[config.mk]
export PLATFORM = sky130hd
export DESIGN_NAME = mul_div_unit
export DESIGN_NICKNAME = d
export VERILOG_FILES = /design/src/rtl/mips_pkg.sv /design/src/rtl/muldiv_core.sv /design/src/rtl/mul_div_unit.sv
export SDC_FILE = /design/constraint.sdc
export NUM_CORES = 1
export LEC_CHECK = 0
export ABC_AREA = 1
export CAP_MARGIN = 30
export CORE_AREA = 4 4 307 188
export DETAILED_ROUTE_END_ITERATION = 10
export DIE_AREA = 0 0 311 192
export PLACE_DENSITY = 0.55
export SLEW_MARGIN = 20
export SYNTH_ARGS = -nofsm -noshare
export SYNTH_HDL_FRONTEND = slang
export SYNTH_SLANG_ARGS = --single-unit
[constraint.sdc]
create_clock -name clk -period 2.3 [get_ports clk]
set_input_delay 0.345 -clock clk [delete_from_list [all_inputs] [get_ports clk]]
set_output_delay 0.345 -clock clk [all_outputs]
set_load 0.02 [all_outputs]
[src/rtl/mips_pkg.sv]
// Shared ALU control codes and execute-stage helper types so the ALU control
// decoder and the multiply/divide unit agree on encodings.
package mips_pkg;

    localparam logic [5:0] ALU_AND   = 6'd0;
    localparam logic [5:0] ALU_OR    = 6'd1;
    localparam logic [5:0] ALU_ADD   = 6'd2;
    localparam logic [5:0] ALU_ADDU  = 6'd3;
    localparam logic [5:0] ALU_XOR   = 6'd4;
    localparam logic [5:0] ALU_SUBU  = 6'd5;
    localparam logic [5:0] ALU_SUB   = 6'd6;
    localparam logic [5:0] ALU_SLT   = 6'd7;
    localparam logic [5:0] ALU_SLTU  = 6'd8;
    localparam logic [5:0] ALU_SLL   = 6'd9;
    localparam logic [5:0] ALU_SRL   = 6'd10;
    localparam logic [5:0] ALU_SRA   = 6'd11;
    localparam logic [5:0] ALU_NOR   = 6'd12;
    localparam logic [5:0] ALU_LUI   = 6'd13;
    localparam logic [5:0] ALU_MULT  = 6'd15;
    localparam logic [5:0] ALU_MULTU = 6'd16;
    localparam logic [5:0] ALU_DIV   = 6'd17;
    localparam logic [5:0] ALU_DIVU  = 6'd18;

    typedef enum logic [1:0] {
        IDLE = 2'd0,
        CALC = 2'd1,
        FIX  = 2'd2
    } muldiv_state_t;

    function automatic logic is_muldiv(input logic [5:0] code);
        return (code == ALU_MULT) || (code == ALU_MULTU) ||
               (code == ALU_DIV)  || (code == ALU_DIVU);
    endfunction

endpackage

[src/rtl/muldiv_core.sv]
// One iteration of the shared datapath: shift-add for multiply,
// restoring shift-subtract for divide. Works on unsigned magnitudes.
module muldiv_core #(
    parameter int DATA_WIDTH = 32
) (
    input  logic                  is_div,
    input  logic [DATA_WIDTH-1:0] acc_hi,
    input  logic [DATA_WIDTH-1:0] acc_lo,
    input  logic [DATA_WIDTH-1:0] operand,
    output logic [DATA_WIDTH-1:0] next_hi,
    output logic [DATA_WIDTH-1:0] next_lo
);

    logic [DATA_WIDTH:0]   sum;
    logic [DATA_WIDTH:0]   shifted;
    logic [DATA_WIDTH-1:0] diff;
    logic                  fits;

    // NOTE: every always_comb output gets a default first so no path can infer a latch.
    always_comb begin
        next_hi = acc_hi;
        next_lo = acc_lo;
        sum     = {1'b0, acc_hi} + (acc_lo[0] ? {1'b0, operand} : '0);
        shifted = {acc_hi, acc_lo[DATA_WIDTH-1]};
        fits    = (shifted >= {1'b0, operand});
        // The remainder is always below the divisor, so the difference fits in DATA_WIDTH bits.
        diff    = shifted[DATA_WIDTH-1:0] - operand;

        if (is_div) begin
            next_hi = fits ? diff : shifted[DATA_WIDTH-1:0];
            next_lo = {acc_lo[DATA_WIDTH-2:0], fits};
        end else begin
            next_hi = sum[DATA_WIDTH:1];
            next_lo = {sum[0], acc_lo[DATA_WIDTH-1:1]};
        end
    end

endmodule

[src/rtl/mul_div_unit.sv]
// Iterative multiply/divide unit owning HI/LO. One operation at a time behind
// start/busy/done; mthi/mtlo writes are accepted only while idle.
module mul_div_unit
    import mips_pkg::*;
#(
    parameter int DATA_WIDTH = 32
) (
    input  logic                  clk,
    input  logic                  rst_n,
    input  logic [5:0]            alu_ctrl_in,
    input  logic                  start,
    input  logic [DATA_WIDTH-1:0] rs_data,
    input  logic [DATA_WIDTH-1:0] rt_data,
    input  logic                  wr_hi,
    input  logic                  wr_lo,
    input  logic [DATA_WIDTH-1:0] wr_data,
    output logic                  busy,
    output logic                  done,
    output logic [DATA_WIDTH-1:0] hi,
    output logic [DATA_WIDTH-1:0] lo
);

    localparam int                CNT_W     = $clog2(DATA_WIDTH + 1);
    localparam logic [CNT_W-1:0]  LAST_ITER = CNT_W'(DATA_WIDTH - 1);

    muldiv_state_t state, state_next;

    logic [CNT_W-1:0]        count;
    logic [DATA_WIDTH-1:0]   acc_hi, acc_lo, operand;
    logic [DATA_WIDTH-1:0]   next_hi, next_lo;
    logic                    is_div, neg_res, neg_rem, div_zero;

    logic                    accept, op_signed, op_div, rs_neg, rt_neg;
    logic [DATA_WIDTH-1:0]   rs_mag, rt_mag;
    logic [2*DATA_WIDTH-1:0] prod_fix;
    logic [DATA_WIDTH-1:0]   quot_fix, rem_fix;

    assign accept    = (state == IDLE) && start && is_muldiv(alu_ctrl_in);
    assign op_signed = (alu_ctrl_in == ALU_MULT) || (alu_ctrl_in == ALU_DIV);
    assign op_div    = (alu_ctrl_in == ALU_DIV)  || (alu_ctrl_in == ALU_DIVU);
    assign rs_neg    = op_signed && rs_data[DATA_WIDTH-1];
    assign rt_neg    = op_signed && rt_data[DATA_WIDTH-1];
    assign rs_mag    = rs_neg ? -rs_data : rs_data;
    assign rt_mag    = rt_neg ? -rt_data : rt_data;
    assign busy      = (state != IDLE);

    // Divide by zero leaves remainder = |rs|, so only the quotient needs overriding.
    assign prod_fix = neg_res ? -{acc_hi, acc_lo} : {acc_hi, acc_lo};
    assign quot_fix = div_zero ? '1 : (neg_res ? -acc_lo : acc_lo);
    assign rem_fix  = neg_rem ? -acc_hi : acc_hi;

    muldiv_core #(.DATA_WIDTH(DATA_WIDTH)) u_core (
        .is_div  (is_div),
        .acc_hi  (acc_hi),
        .acc_lo  (acc_lo),
        .operand (operand),
        .next_hi (next_hi),
        .next_lo (next_lo)
    );

    // NOTE: sequential state uses non-blocking assignments so every register samples pre-edge values.
    always_ff @(posedge clk or negedge rst_n) begin
        if (!rst_n) state <= IDLE;
        else        state <= state_next;
    end

    always_comb begin
        state_next = state;
        case (state)
            IDLE:    if (accept) state_next = CALC;
            CALC:    if (count == LAST_ITER) state_next = FIX;
            FIX:     state_next = IDLE;
            default: state_next = IDLE;
        endcase
    end

    always_ff @(posedge clk or negedge rst_n) begin
        if (!rst_n) begin
            count    <= '0;
            acc_hi   <= '0;
            acc_lo   <= '0;
            operand  <= '0;
            is_div   <= 1'b0;
            neg_res  <= 1'b0;
            neg_rem  <= 1'b0;
            div_zero <= 1'b0;
            hi       <= '0;
            lo       <= '0;
            done     <= 1'b0;
        end else begin
            done <= (state == FIX);
            case (state)
                IDLE: begin
                    if (accept) begin
                        count    <= '0;
                        is_div   <= op_div;
                        neg_res  <= rs_neg ^ rt_neg;
                        neg_rem  <= rs_neg;
                        div_zero <= (rt_data == '0);
                        acc_hi   <= '0;
                        acc_lo   <= op_div ? rs_mag : rt_mag;
                        operand  <= op_div ? rt_mag : rs_mag;
                    end else begin
                        if (wr_hi) hi <= wr_data;
                        if (wr_lo) lo <= wr_data;
                    end
                end
                CALC: begin
                    acc_hi <= next_hi;
                    acc_lo <= next_lo;
                    count  <= count + CNT_W'(1);
                end
                FIX: begin
                    if (is_div) begin
                        hi <= rem_fix;
                        lo <= quot_fix;
                    end else begin
                        hi <= prod_fix[2*DATA_WIDTH-1:DATA_WIDTH];
                        lo <= prod_fix[DATA_WIDTH-1:0];
                    end
                end
                default: ;
            endcase
        end
    end

endmodule

# After elaboration in Yosys (flattened, before gate mapping)
# Index checks and enable logic that the tools add are counted.
# word_totals
regBits	173
inputBits	107
out_inout_bits	66
elab_cells	82
# op_classes
add_sub_neg	8
magnitude_cmp	1
eq_ne	12
muxes	29
n_bitwise	1
reduce_logical	19
# op_table
cell	n
$mux W32	19
$pmux W32 S2	4
$neg A32 Y32	4
$mux W64	1
$neg A64 Y64	1
$add A32 B33 Y33	1
$ge A33 B32 Y1	1
$logic_not A32 Y1	1
$sub A32 B32 Y32	1
$eq A6 B5 Y1 const B	4
$pmux W6 S2	1
$ne A2 B2 Y1 const B	5
$add A6 B1 Y6 const B	1
$eq A6 B4 Y1 const B	1
$mux W6	1
$reduce_and A2 Y1	3
$reduce_and A3 Y1	2
$reduce_bool A2 Y1	3
$logic_or A1 B1 Y1	5
$logic_and A1 B1 Y1	4
$mux W2	2
$pmux W2 S2	1
$eq A2 B1 Y1 const B	1
$eq A2 B2 Y1 const B	1
2 further kinds	2

# Logic depth before layout (Yosys ltp)
# Gate-level depths: netlist of the first run.
# depth
word_depth	7
mapped_depth	21

# By module
# A second synthesis of the first run with hierarchy kept.
# hier_totals
hier_cells	3191
area_unflattened_um2	18552.8
# by_module_without_submodules
mod	instances	cells_per_inst	area_per_inst_um2
mul_div_unit	1	1919	12273.0
muldiv_core	1	1272	6279.8

# Least setup slack after synthesis of the first run
# Ideal clock, no wire load.
# synth_path
path_kind	reg2reg
start	register acc_lo[0]
end	register acc_hi[29]
arrival_ns	2.095
required_time_ns	2.184
path_slack_ns	0.089
path_stages_with_launch	19
n_path_buf	2
synth_period_minus_slack_ns	2.211
path_cell_list	dfrtp_1 > buf_6 > clkbuf_1 > nand2_1 > inv_1 > ha_1 > nand2_1 > o21ai_1 > nand2_1 > nand2_1 > nand2_1 > nand2_1 > nand2_1 > nand3_1 > nand3_1 > nand2_1 > inv_1 > nand2_1 > nand2_1
# synth_via
elab_chain_cells	4
# synth_lines
item	line	source
start, declared	mul_div_unit.sv:29	logic [DATA_WIDTH-1:0] acc_hi, acc_lo, operand;
start signal, assigned	mul_div_unit.sv:101	acc_lo <= op_div ? rs_mag : rt_mag;
start signal, assigned	mul_div_unit.sv:110	acc_lo <= next_lo;
$mux W32	muldiv_core.sv:23	sum = {1'b0, acc_hi} + (acc_lo[0] ? {1'b0, operand} : '0);
$add A32 B33 Y33	muldiv_core.sv:23	
$mux W32	muldiv_core.sv:29	if (is_div) begin
$pmux W32 S2	mul_div_unit.sv:92	case (state)
end signal, assigned	mul_div_unit.sv:109	acc_hi <= next_hi;
end, declared	mul_div_unit.sv:29	
# Every way passes these cells.
# A chain may end at the register's enable or synchronous reset.

# Worst setup path after layout of the first run
# layout_path
start	register acc_lo[0]
end	register acc_hi[15]
# Same word-level chain as after synthesis.

==> results of run 1 <==
critical path, stage by stage (launching register included):
cell and delay [ns]:
dfrtp_2 0.45, buf_12 0.16, buf_12 0.13, nand2_1 0.07, inv_1 0.07, ha_4 0.28, a21oi_4 0.18, nor2_1 0.07
nor2_2 0.15, nand3_4 0.16, buf_4 0.17, nand2_2 0.05, nand2_1 0.05, nand2_1 0.06, nand3_2 0.09, nand4_1 0.11
nand2_1 0.05
report_power, final:
| part | leakage (nW) | switching, mW | internal [mW] |
|---|---|---|---|
| combinational | 12.6 | 13.6 | 11.0 |
| sequential | 1.98 | 1.19 | 3.96 |
| clock | 0.296 | 1.62 | 1.48 |
state kept, by name, summed over array words and instances (netlist names):
register	count
acc_lo	32
count	6
done	1
is_div	1
div_zero	1
neg_rem	1
operand	32
state	2
acc_hi	32
hi	32
lo	32
neg_res	1
path summary, 6_finish.rpt:
path,start,to,slack (ns),cells after the start
setup reg to reg,acc_lo[0]$_DFFE_PN0P_,acc_hi[15]$_DFFE_PN0P_,-0.11,16
hold reg to reg,lo[16]$_DFFE_PN0P_,lo[16]$_DFFE_PN0P_,0.49,2
hold / removal,rst_n,done$_DFF_PN0_,0.39,2
max in group asynchronous,rst_n,operand[11]$_DFFE_PN0P_,1.19,3
setup / recovery,acc_lo[0]$_DFFE_PN0P_,acc_hi[15]$_DFFE_PN0P_,-0.11,16
min in group clk,wr_data[2],lo[2]$_DFFE_PN0P_,0.46,3
cells in the mapped netlist (4+ instances only):
master / instances
nand2_1: 1015
o21a_1: 5
a2bb2oi_1: 13
a21boi_0: 4
or2_2: 14
a22oi_1: 7
o211ai_1: 29
a21oi_1: 200
nand2_2: 15
nand2_4: 8
nor3_1: 36
clkinv_1: 4
inv_2: 15
o21bai_1: 8
or2_0: 11
buf_4: 10
inv_1: 429
clkbuf_1: 35
and2_1: 4
nor2_2: 19
nand3_1: 339
a31oi_1: 10
nand3b_1: 15
buf_6: 14
xor2_1: 41
o21ai_1: 21
nand4_1: 38
xnor2_1: 8
ha_1: 69
buf_2: 37
dfrtp_1: 173
nor2_1: 408
o21ai_0: 153
nand3_2: 4
a21boi_1: 11
buf_1: 9
o221ai_1: 10
o31ai_1: 4
nor2_4: 10
layer usage:
metal | routed length (um) | vias to the layer above
met5 | 0 | -
met4 | 1830 | 0
met3 | 13800 | 103
met2 | 35100 | 1173
met1 | 46200 | 11699
li1 | - | 12254
metrics by stage:
stage               TNS [ns]  total power, mW  hold slack, ns
floorplan                  0             14.6          0.0494
global placement      -17.34             25.3           0.340
detailed placement    -19.36             25.2           0.342
CTS                   -0.602             30.6           0.404
global route           -6.77             34.8           0.448
finish                 -1.92             32.8           0.385
logic make-up (layout without fill, tap and decap cells):
kind of cell / count (synthesis) / count (layout) / synth area share
simple gates: 1944 / 1945 / 0.435
buf+inv: 562 / 1424 / 0.124
compound gates: 487 / 487 / 0.145
flops: 173 / 173 / 0.227
fa+ha+maj: 71 / 71 / 0.0474
xor+xnor: 49 / 49 / 0.0225
other cells: 0 / 2 / 0
final cells by class:
| class | instances | area (um^2) | share of cell area |
|---|---|---|---|
| Tap cell | 724 | 906 | 0.0304 |
| Timing Repair Buffer | 940 | 7980 | 0.268 |
| Clock inverter | 15 | 184 | 0.00617 |
| Inverter | 452 | 1700 | 0.0572 |
| Multi-Input combinational cell | 2552 | 14200 | 0.478 |
| Sequential cell | 173 | 4360 | 0.146 |
| Clock buffer | 17 | 425 | 0.0143 |
| Antenna cell | 2 | 5.00 | 0.000168 |
timing repair:
action | in CTS | in global routing
hold buffers | 1 | 0
resized for setup | 251 | 232
cloned | 2 | 3
endpoints found under the hold margin | 44 | 0
pin swaps | 36 | 56
setup buffers | 19 | 19
endpoints found under the setup margin | 44 | 74
==> impl_metrics.env, run 1 <==
export IMPL_status="complete, but fails checks"
export IMPL_violations="negative setup slack"
export IMPL_synthCells=3286
export IMPL_syn_nets=3464
export IMPL_cts_sinks=173
export IMPL_rsz0062_at_grt="yes"
export IMPL_numCtsBuffers=17
export IMPL_tightest_slew_ns=0.805
export IMPL_cp_max_fo=9
export IMPL_hp_class="in -> async"
export IMPL_layout_drive_gt1_share=0.308
export IMPL_synth_seq_cells=173
export IMPL_fin_nets=4314
export IMPL_die_y_um=192
export IMPL_ant_nets=0
export IMPL_grtUsageMet1=0.476
export IMPL_cts_root_buffer="clkbuf_16"
export IMPL_cts_tree="yes"
export IMPL_design_area_um2=29800
export IMPL_grt_use_total=0.315
export IMPL_synthFlopType="dfrtp_1"
export IMPL_min_period_ns=2.41
export IMPL_wl_per_cell_um=19.9
export IMPL_dpl_cell_count=4797
export IMPL_synth_edff_count=0
export IMPL_crit_type="reg -> reg"
export IMPL_mostFrequentLayoutCell="nand2_1"
export IMPL_io_pins=173
export IMPL_ys_async_sr_fraction=1.00
export IMPL_worst_setup_path_end_kind="flop"
export IMPL_mostFrequentLayoutCells="nand2_1 (945), buf_4 (713), inv_1 (382)"
export IMPL_place_congestion=1.02
export IMPL_dpl_cell_area_um2=26800
export IMPL_pre_cts_slack_ns=-0.374
export IMPL_clk_pin_slew_ns=0.08
export IMPL_num_fill_cells=5598
export IMPL_finalHoldViolations=0
export IMPL_slew_headroom=0.457
export IMPL_max_cap_viol_count=0
export IMPL_start_kind="flop"
export IMPL_die_x_um=311
export IMPL_portBuffers=172
export IMPL_drv_slew=0
export IMPL_cp_required_ns=2.66
export IMPL_avgSynthCellArea_um2=5.81
export IMPL_dr_pass1_iters=6
export IMPL_grt_pass1_vias=22897
export IMPL_stdcell_count=4875
export IMPL_initial_core_util=0.346
export IMPL_cp_arrival_ns=2.78
export IMPL_wl_um=97000
export IMPL_synth_cell_area_um2=19100
export IMPL_clock_latency_ns=0.48
export IMPL_htreeDepth=4
export IMPL_vdd_drop_max_uv=780
export IMPL_drt_initial_drc_count=2797
export IMPL_grt_start_max_net_pins=55
export IMPL_drc=0
export IMPL_hpwl_um=79400
export IMPL_finalClockSkew_ns=0.0201
export IMPL_grt_util_met3=0.140
export IMPL_synth_top_area_share=0.227
export IMPL_top_usage_layer="met1"
export IMPL_ys_types=56
export IMPL_core_area_um2=55200
export IMPL_gr_usage_met2=0.400
export IMPL_grt_pass1_wl_um=142000
export IMPL_yosysWarnings=0
export IMPL_fmax_mhz=414
export IMPL_synth_area_leaders="dfrtp_1 (23%), nand2_1 (20%), nand3_1 (8.9%)"
export IMPL_die_area_um2=59700
export IMPL_yosysTopAreaCell="dfrtp_1"
export IMPL_clockBufferDepth=2
export IMPL_syn_to_final_growth_pct=56.2
export IMPL_setup_viol=31
export IMPL_p_per_area_nw_per_um2=1100
export IMPL_leakagePower_nw=14.8
export IMPL_fin_util=0.540
export IMPL_vias=25229
export IMPL_fin_crit_sh=1.05
export IMPL_vias_per_cell=5.18
export IMPL_worst_slack_ns=-0.114
export IMPL_overflow=0
export IMPL_antenna_found_initial=1
export IMPL_yosysSeqAreaShare=0.227
export IMPL_row_count=67
Power figures use the tool's default switching activity.
==> run 2: changes to the inputs <==
- SKIP_LAST_GASP: default -> 1
==> run 2 against run 1 <==
The run still ends with negative setup slack left. Die area stayed put. Combinational power hardly changed. Final area is 0.63% lower. First-iteration DRC count is 7.3% higher. Wire length is 0.31% lower. Worst setup slack worse by 0.027 ns. Core utilization is 0.34 points lower. Worst hold slack better by 0.0053 ns.
==> impl_metrics.env, run 2 (synthesized netlist as in run 1, its figures left out) <==
export IMPL_switchingPower_mw=16.3
export IMPL_vdd_drop_max_uv=753
export IMPL_mostFrequentLayoutCell="nand2_1"
export IMPL_ant_nets=0
export IMPL_cp_slowest_stage_delay_ns=0.44
export IMPL_grt_pass1_vias=22859
export IMPL_cts_sinks=173
export IMPL_initial_core_util=0.346
export IMPL_drc=0
export IMPL_stdcell_count=4866
export IMPL_cp_max_fo=12
export IMPL_fin_nets=4307
export IMPL_cts_root_buffer="clkbuf_16"
export IMPL_layout_drive_gt1_share=0.298
export IMPL_fin_util=0.537
export IMPL_dr_pass1_iters=6
export IMPL_die_area_um2=59700
export IMPL_row_count=67
export IMPL_rsz0062_at_grt="yes"
export IMPL_design_area_um2=29600
export IMPL_num_fill_cells=5615
export IMPL_drv_slew=0
export IMPL_grt_pass1_wl_um=142000
export IMPL_grt_start_max_net_pins=55
export IMPL_pwr_share_seq=0.158
export IMPL_htreeDepth=4
export IMPL_worst_slack_ns=-0.141
export IMPL_finalClockSkew_ns=0.0212
export IMPL_leakagePower_nw=14.8
export IMPL_wl_per_cell_um=19.9
export IMPL_grt_use_total=0.314
export IMPL_vias_per_cell=5.16
export IMPL_crit_chain="buf_8 > clkbuf_16 > nand2_1 > inv_1 > ha_4 > nand2_2 > buf_4 > nor2_2 > o21ai_1 > nand2_1 > a21oi_2 > nand3_1 > nand2_1 > nor2_2 > buf_4 > nor2_1 > nand2_1 > nand2_1"
export IMPL_io_pins=173
export IMPL_min_period_ns=2.44
export IMPL_status="complete, but fails checks"
export IMPL_clk_pin_slew_ns=0.09
export IMPL_cts_tree="yes"
export IMPL_fin_crit_sh=1.06
export IMPL_finalHoldViolations=0
export IMPL_mostFrequentLayoutCells="nand2_1 (956), buf_4 (710), inv_1 (392)"
export IMPL_clkPwrFrac=0.095
export IMPL_r2r_start="acc_lo[0]$_DFFE_PN0P_"
export IMPL_setup_viol=31
export IMPL_antennaDiodeCount=0
export IMPL_antenna_found_initial=1
export IMPL_portBuffers=172
export IMPL_crit_type="reg -> reg"
export IMPL_numCtsBuffers=17
export IMPL_vias=25126
export IMPL_reg2reg_to="acc_hi[26]$_DFFE_PN0P_"
export IMPL_violations="negative setup slack"
export IMPL_die_y_um=192
export IMPL_die_x_um=311
export IMPL_fmax_mhz=410
export IMPL_tightest_slew_ns=0.800
export IMPL_clockBufferDepth=2
export IMPL_place_congestion=1.02
export IMPL_cp_arrival_ns=2.81
export IMPL_wl_um=96700
export IMPL_p_comb_frac=0.747
export IMPL_max_cap_viol_count=0
export IMPL_hp_class="in -> async"
export IMPL_internal_power_mw=16.3
export IMPL_dpl_cell_count=4797
export IMPL_power_total_mw=32.6
export IMPL_worst_setup_path_end_kind="flop"
export IMPL_overflow=0
export IMPL_slowest_stage="dfrtp_2"
export IMPL_crit_path_frequent_cell="nand2_1"
export IMPL_switching_share=0.501
export IMPL_syn_to_final_growth_pct=55.2
export IMPL_rr_worst_depth=18
export IMPL_setup_tns_ns=-2.54
export IMPL_dpl_cell_area_um2=26800
export IMPL_r2r_slack_ns=-0.14
export IMPL_clock_latency_ns=0.48
export IMPL_start_kind="flop"
export IMPL_drt_initial_drc_count=3002
export IMPL_cp_required_ns=2.67
export IMPL_p_per_area_nw_per_um2=1100
export IMPL_slew_headroom=0.461
export IMPL_hpwl_um=79400
export IMPL_core_area_um2=55200
## run 2: changes by cell type in the layout (fill, tap and decap cells not counted), sizes merged
cell   previous run  this run
buf             766       759
diode             2         0
## run 2: routing by layer
layer  part of all wire  wire length, um  GRT usage
met4              0.017             1620     0.0626
met2               0.36            35100      0.399
met1               0.48            46200      0.477
met5                  0                0          0
met3               0.14            13700      0.137
## run 2: per-stage QoR
| step | setup slack, ns | hold WS, ns |
|---|---|---|
| CTS | -0.108 | 0.404 |
| floorplan | 0.0886 | 0.0494 |
| global route | -0.246 | 0.450 |
| global placement | -0.368 | 0.340 |
| detailed placement | -0.374 | 0.342 |
| finish | -0.141 | 0.390 |
## run 2: final cells by class
cell class                 instances  area, um^2  share of cell area
sequential                       173        4360               0.147
multi-input combinational       2552       14100               0.477
timing repair buffer             933        7910               0.267
clock inverter                    15         184             0.00621
inverter                         452        1710              0.0576
clock buffer                      17         425              0.0144
tap                              724         906              0.0306
## run 2: repair_timing
item,4_1_cts,5_1_grt
hold buffers,1,0
resized for setup,232,203
setup endpoints to repair,44,74
cloned,2,2
pin swaps,35,56
endpoints found under the hold margin,44,0
setup buffers,19,13
## run 2: critical path, delay by kind of cell (launching register included)
kind	cells	cell delay, ns
AOI/OAI and AO/OA	2	0.12
buffers and inverters	5	0.70
adders and majority gates	1	0.32
and+or+nand+nor	10	0.76
DFF	1	0.44
## run 2: power groups by stage
stage	logic [mW]	clock network (mW)	registers, mW
2_1_floorplan	9.56	0	5.06
3_3_place_gp	20.3	0	5.00
3_5_place_dp	20.2	0	5.00
4_1_cts	22.3	3.13	5.04
5_1_grt	26.1	3.24	5.22
6_report	24.3	3.11	5.14
## run 2: worst max-delay path by stage
| stage | slack [ns] | endpoint | startpoint | cells past startpoint |
|---|---|---|---|---|
| floorplan | 0.09 | acc_hi[29]$_DFFE_PN0P_ | acc_lo[0]$_DFFE_PN0P_ | 18 |
| global placement | -0.37 | acc_lo[14]$_DFFE_PN0P_ | rs_data[0] | 13 |
| detailed placement | -0.37 | acc_hi[25]$_DFFE_PN0P_ | acc_lo[0]$_DFFE_PN0P_ | 17 |
| CTS | -0.11 | acc_hi[25]$_DFFE_PN0P_ | acc_lo[0]$_DFFE_PN0P_ | 18 |
| global route | -0.25 | acc_hi[26]$_DFFE_PN0P_ | acc_lo[0]$_DFFE_PN0P_ | 18 |
| finish | -0.14 | acc_hi[26]$_DFFE_PN0P_ | acc_lo[0]$_DFFE_PN0P_ | 18 |
